<file path="src/rtl/mu0_control_if.sv">
// Control/status bundle between the MU0 sequencer and its datapath + memory.
// The controller is the master; the datapath/memory side is the slave.
interface mu0_control_if;
  logic [3:0]  f;
  logic        n;
  logic        z;
  logic        mem_ready;
  logic        x_sel;
  logic        y_sel;
  logic        addr_sel;
  logic        pc_en;
  logic        ir_en;
  logic        acc_en;
  logic [1:0]  m;
  logic        rd;
  logic        wr;
  logic        halted;
  logic [15:0] icount;

  modport master (
    input  f, n, z, mem_ready,
    output x_sel, y_sel, addr_sel, pc_en, ir_en, acc_en, m, rd, wr, halted, icount
  );

  modport slave (
    output f, n, z, mem_ready,
    input  x_sel, y_sel, addr_sel, pc_en, ir_en, acc_en, m, rd, wr, halted, icount
  );
endinterface

</file>
<file path="src/rtl/mu0_control.sv">
// MU0 instruction sequencer: FETCH/EXEC/HALT FSM with memory wait states
// and a wrapping count of completed instructions.
module mu0_control (
  input  logic           clk,
  input  logic           reset,
  mu0_control_if.master  bus
);

  typedef enum logic [1:0] {
    FETCH = 2'd0,
    EXEC  = 2'd1,
    HALT  = 2'd2
  } state_t;

  state_t      state_reg, state_next;
  logic [15:0] icount_reg, icount_next;

  logic       x_sel, y_sel, addr_sel;
  logic       pc_en, ir_en, acc_en;
  logic [1:0] m;
  logic       rd, wr, halted;
  logic       exec_done;

  always_ff @(posedge clk) begin
    if (reset) begin
      state_reg  <= FETCH;
      icount_reg <= 16'h0000;
    end else begin
      state_reg  <= state_next;
      icount_reg <= icount_next;
    end
  end

  always_comb begin
    x_sel       = 1'b0;
    y_sel       = 1'b0;
    addr_sel    = 1'b0;
    pc_en       = 1'b0;
    ir_en       = 1'b0;
    acc_en      = 1'b0;
    m           = 2'b00;
    rd          = 1'b0;
    wr          = 1'b0;
    halted      = 1'b0;
    exec_done   = 1'b0;
    state_next  = state_reg;
    icount_next = icount_reg;

    case (state_reg)
      FETCH: begin
        rd    = 1'b1;
        x_sel = 1'b1;
        m     = 2'b10;
        ir_en = bus.mem_ready;
        pc_en = bus.mem_ready;
        if (bus.mem_ready) state_next = EXEC;
      end

      EXEC: begin
        // Memory ops hold address/strobe/selects across waits; only the enable tracks mem_ready.
        case (bus.f)
          4'h0: begin
            addr_sel  = 1'b1;
            rd        = 1'b1;
            acc_en    = bus.mem_ready;
            exec_done = bus.mem_ready;
          end
          4'h1: begin
            addr_sel  = 1'b1;
            wr        = 1'b1;
            exec_done = bus.mem_ready;
          end
          4'h2, 4'h3: begin
            addr_sel  = 1'b1;
            rd        = 1'b1;
            m         = (bus.f == 4'h2) ? 2'b01 : 2'b11;
            acc_en    = bus.mem_ready;
            exec_done = bus.mem_ready;
          end
          4'h4, 4'h5, 4'h6: begin
            y_sel     = 1'b1;
            pc_en     = (bus.f == 4'h4) ? 1'b1 :
                        (bus.f == 4'h5) ? ~bus.n : ~bus.z;
            exec_done = 1'b1;
          end
          default: exec_done = 1'b1;
        endcase

        if (exec_done) begin
          icount_next = icount_reg + 16'd1;
          state_next  = (bus.f == 4'h7) ? HALT : FETCH;
        end
      end

      HALT: halted = 1'b1;

      default: state_next = FETCH;
    endcase

    // Reset quiesces every strobe and enable before the register has been cleared.
    if (reset) begin
      x_sel    = 1'b0;
      y_sel    = 1'b0;
      addr_sel = 1'b0;
      pc_en    = 1'b0;
      ir_en    = 1'b0;
      acc_en   = 1'b0;
      m        = 2'b00;
      rd       = 1'b0;
      wr       = 1'b0;
      halted   = 1'b0;
    end
  end

  assign bus.x_sel    = x_sel;
  assign bus.y_sel    = y_sel;
  assign bus.addr_sel = addr_sel;
  assign bus.pc_en    = pc_en;
  assign bus.ir_en    = ir_en;
  assign bus.acc_en   = acc_en;
  assign bus.m        = m;
  assign bus.rd       = rd;
  assign bus.wr       = wr;
  assign bus.halted   = halted;
  assign bus.icount   = icount_reg;

endmodule

</file>
<file path="src/flat_wrapper.sv">
// flat-port wrapper written by rule: the top's interface ports become plain ports
module mu0_control_flat 
  (clk, reset, bus_f, bus_n, bus_z, bus_mem_ready, bus_x_sel, bus_y_sel, bus_addr_sel, bus_pc_en, bus_ir_en, bus_acc_en, bus_m, bus_rd, bus_wr, bus_halted, bus_icount);
  mu0_control_if bus_i ();
  input  logic clk;
  input  logic reset;
  input wire logic [$bits(bus_i.f)-1:0] bus_f;
  input wire logic [$bits(bus_i.n)-1:0] bus_n;
  input wire logic [$bits(bus_i.z)-1:0] bus_z;
  input wire logic [$bits(bus_i.mem_ready)-1:0] bus_mem_ready;
  output wire logic [$bits(bus_i.x_sel)-1:0] bus_x_sel;
  output wire logic [$bits(bus_i.y_sel)-1:0] bus_y_sel;
  output wire logic [$bits(bus_i.addr_sel)-1:0] bus_addr_sel;
  output wire logic [$bits(bus_i.pc_en)-1:0] bus_pc_en;
  output wire logic [$bits(bus_i.ir_en)-1:0] bus_ir_en;
  output wire logic [$bits(bus_i.acc_en)-1:0] bus_acc_en;
  output wire logic [$bits(bus_i.m)-1:0] bus_m;
  output wire logic [$bits(bus_i.rd)-1:0] bus_rd;
  output wire logic [$bits(bus_i.wr)-1:0] bus_wr;
  output wire logic [$bits(bus_i.halted)-1:0] bus_halted;
  output wire logic [$bits(bus_i.icount)-1:0] bus_icount;
  assign bus_i.f = bus_f;
  assign bus_i.n = bus_n;
  assign bus_i.z = bus_z;
  assign bus_i.mem_ready = bus_mem_ready;
  assign bus_x_sel = bus_i.x_sel;
  assign bus_y_sel = bus_i.y_sel;
  assign bus_addr_sel = bus_i.addr_sel;
  assign bus_pc_en = bus_i.pc_en;
  assign bus_ir_en = bus_i.ir_en;
  assign bus_acc_en = bus_i.acc_en;
  assign bus_m = bus_i.m;
  assign bus_rd = bus_i.rd;
  assign bus_wr = bus_i.wr;
  assign bus_halted = bus_i.halted;
  assign bus_icount = bus_i.icount;
  mu0_control u_core (.clk(clk), .reset(reset), .bus(bus_i));
endmodule
</file>
<file path="config.mk">
export PLATFORM = sky130hd
export DESIGN_NAME = mu0_control_flat
export DESIGN_NICKNAME = d
export VERILOG_FILES = /design/src/rtl/mu0_control_if.sv /design/src/rtl/mu0_control.sv /design/src/flat_wrapper.sv
export SDC_FILE = /design/constraint.sdc
export NUM_CORES = 1
export LEC_CHECK = 0
export ABC_AREA = 1
export CAP_MARGIN = 20
export CORE_MARGIN = 4
export CORE_UTILIZATION = 41
export CTS_BUF_LIST = sky130_fd_sc_hd__clkbuf_8 sky130_fd_sc_hd__clkbuf_16
export DETAILED_ROUTE_END_ITERATION = 8
export GPL_TIMING_DRIVEN = 0
export PLACE_DENSITY = 0.79
export REMOVE_ABC_BUFFERS = 1
export SYNTH_ARGS = -nofsm -noshare
export SYNTH_HDL_FRONTEND = slang
export SYNTH_SLANG_ARGS = --single-unit
</file>
<file path="constraint.sdc">
create_clock -name clk -period 1.65 [get_ports clk]
set_input_delay 0.495 -clock clk [delete_from_list [all_inputs] [get_ports clk]]
set_output_delay 0.495 -clock clk [all_outputs]
set_load 0.01 [all_outputs]
</file>
==> flow_metrics.py <==
metrics = {
    "synth": {
        "synth.top_cells.by_count": "nand2_1 (35), inv_1 (32), nor2_1 (25)",
        "synth_cell_types": 26,
        "avgSynthCellArea_sq_um": 6.60,
        "ys_ff_latch": 18,
        "synthFlopType": "dfxtp_1",
        "synthesis.area_sq_mm": 0.00111,
        "yosysSeqAreaShare_pct": 32.3,
        "netlist_instances": 169,
        "synth_edf_count": 0,
        "synth_most_common_cell": "nand2_1",
        "yosysWarnings": 0,
        "synthDominantCellAreaShare_pct": 32.3,
        "synth_area_leaders": "dfxtp_1 (32%), nand2_1 (12%), inv_1 (11%)",
        "yosys.area.top_type": "dfxtp_1",
        "ys_async_sr_fraction_pct": 0,
    },
    "final_layout": {
        "fin_cells": 253,
        "largest_reg_flops": 16,
        "layout.nets": 234,
        "insertedDiodeCount": 0,
        "drive_gt1_share_pct": 35.4,
        "syn_to_final_growth_pct": 55.7,
    },
    "global_routing": {
        "grt.busiest_layer": "met2",
        "grt_pass1_vias": 1281,
        "grt_pass1_wl_um": 5570,
        "overflow": 0,
        "grt_usage_pct": 20.3,
        "grt_start_max_net_pins": 14,
        "met2_usage_pct": 38.3,
        "met3_usage_pct": 3.67,
        "grt_use_met1_pct": 21.2,
        "antenna_found_initial": 0,
    },
    "placed_design": {
        "numPortBuffers": 35,
        "gp_congestion": 0.846,
        "dp_cells": 232,
        "preCtsSetupSlack_ns": -1.19,
        "place_hpwl_um": 2090,
    },
    "cts": {
        "clk_path_buf_depth": 2,
        "hold_buffers": 0,
        "clk-insertion-delay-late_ns": 0.26,
        "numCtsBuffers": 3,
        "cts_root_buffer": "clkbuf_8",
        "clk_pin_slew_ns": 0.07,
        "h-tree-depth": 1,
        "cts.sinks": 18,
        "cts_tree": "done",
    },
    "critical_path": {
        "crit_top_cell": "o21ai_1",
        "crit_buf_inv": 2,
        "slowest_delay_ns": 0.43,
        "cp-start-kind": "primary input",
        "cp-end-kind": "primary output",
        "crit_required_ns": 1.15,
        "slowest_stage": "clkdlybuf4s50_1",
        "critPathKind": "in -> out",
        "worst-path-max-fanout": 1,
        "path_cells": "clkdlybuf4s50_1 > o21ai_1 > nand2_1 > o21ai_1 > buf_2",
        "crit_arrival_ns": 1.42,
        "crit_family": "buffers and inverters",
        "setup.worst_path.start": "bus_z",
        "r2r_start": "u_core.state_reg[1]",
    },
    "detailed_routing": {
        "drc": 0,
        "dr.pass1.iters": 4,
        "viasPerCell": 5.09,
        "drt-total-wl_um": 3520,
        "dr.first_iter.drc_count": 51,
        "routedWlPerCell_um": 13.9,
        "vias": 1289,
        "postRouteAntennaNets": 0,
    },
    "run_status": {
        "failed_checks": "setup timing",
        "status": "complete, but fails checks",
    },
    "timing": {
        "fin_ws_ns": -0.262,
        "tns_ns": -1.38,
        "period_needed_ns": 1.91,
        "rsz0062_at_grt": "true",
        "maxSlewViolCount": 0,
        "max_slew_margin_pct": 68.7,
        "worst_slew_pin_slew_ns": 0.466,
        "hold_viol": 0,
        "fmax_mhz": 523,
        "finalCritPeriodShare_pct": 116,
        "setup_viol": 10,
        "fin_skew_ns": 0.00504,
    },
    "floorplan": {
        "start_util_pct": 43.8,
        "dieArea_sq_mm": 0.00362,
        "num_rows": 18,
        "die_h_um": 60.1,
        "placeableCoreArea_sq_mm": 0.00254,
        "num_io_pins": 36,
        "dieWidth_um": 60.1,
    },
    "power": {
        "p_total_uw": 991,
        "powerDensity_mw_per_mm2": 571,
        "p_leak_uw": 0.000866,
        "vdd_drop_max_mv": 0.460,
    },
    "hold_path": {
        "hold_start": "u_core.bus.icount[9]",
        "hp-class": "reg -> reg",
    },
    "run": {
        "maxCapViolations": 0,
    },
}
## per-layer routing
layer / vias to the layer above / wire (um)
li1: 632 / -
met1: 601 / 1390
met2: 46 / 1820
met3: 10 / 218
met4: 0 / 87
met5: - / 0
## cells in the final DEF, fill, tap and decap left out, drive strengths merged, types with 3 or more instances in the layout
cell         Yosys  layout
o21ai            8       8
nor2            30      30
a21oi            4       4
clkbuf           0       5
nand2           43      43
nand3           11      11
inv             32      31
dfxtp           18      18
nor3             8       8
nand4            3       3
dlygate4sd2      0      16
buf              2      31
## worst paths after layout
check                          to  slack [ns]  depth (start not counted)
max reg2reg   u_core.state_reg[1]        0.02                         12
max                     bus_pc_en       -0.26                          5
min reg2reg  u_core.bus.icount[9]        0.53                          2
min          u_core.bus.icount[9]        0.53                          2
## tightest hold or removal path: stages, from the launching register on
cell and delay (ns):
dfxtp_1 0.34, inv_1 0.09, a21oi_1 0.07
## timing repair
item	CTS	global route
endpoints found under the setup margin	26	15
buffers inserted	13	7
gates cloned	0	0
pin swaps	7	10
resized for setup	110	26
## cell families after synthesis
group,count (synthesis),synth area share [%]
fa+ha+maj,1,1.12
flops,18,32.3
simple gates,97,43.7
buf+inv,35,13.0
xor+xnor,3,2.36
compound gates,15,7.52
## through the flow
step / util (%) / area, sq um / hold slack (ns)
floorplan: - / 1100 / 0.510
global placement: 58.4 / 1490 / 0.485
detailed placement: 58.4 / 1490 / 0.517
CTS: 64.5 / 1640 / 0.518
global route: 68.2 / 1740 / 0.557
finish: 68.2 / 1740 / 0.534
## power breakdown
group	internal, uW	switching (uW)	leakage, uW
clock	212	158	0.0000288
sequential	438	7.06	0.000148
combinational	76.2	99.8	0.000689
## cell type report
cell class	count	area, sq um
well taps	30	37.5
fillers	219	810
clock buffers	4	55.1
flip-flops and latches	18	372
inverters	33	134
multi-input cells	116	701
repair buffers	52	437
Note: power is estimated with default switching activity, not from simulation.
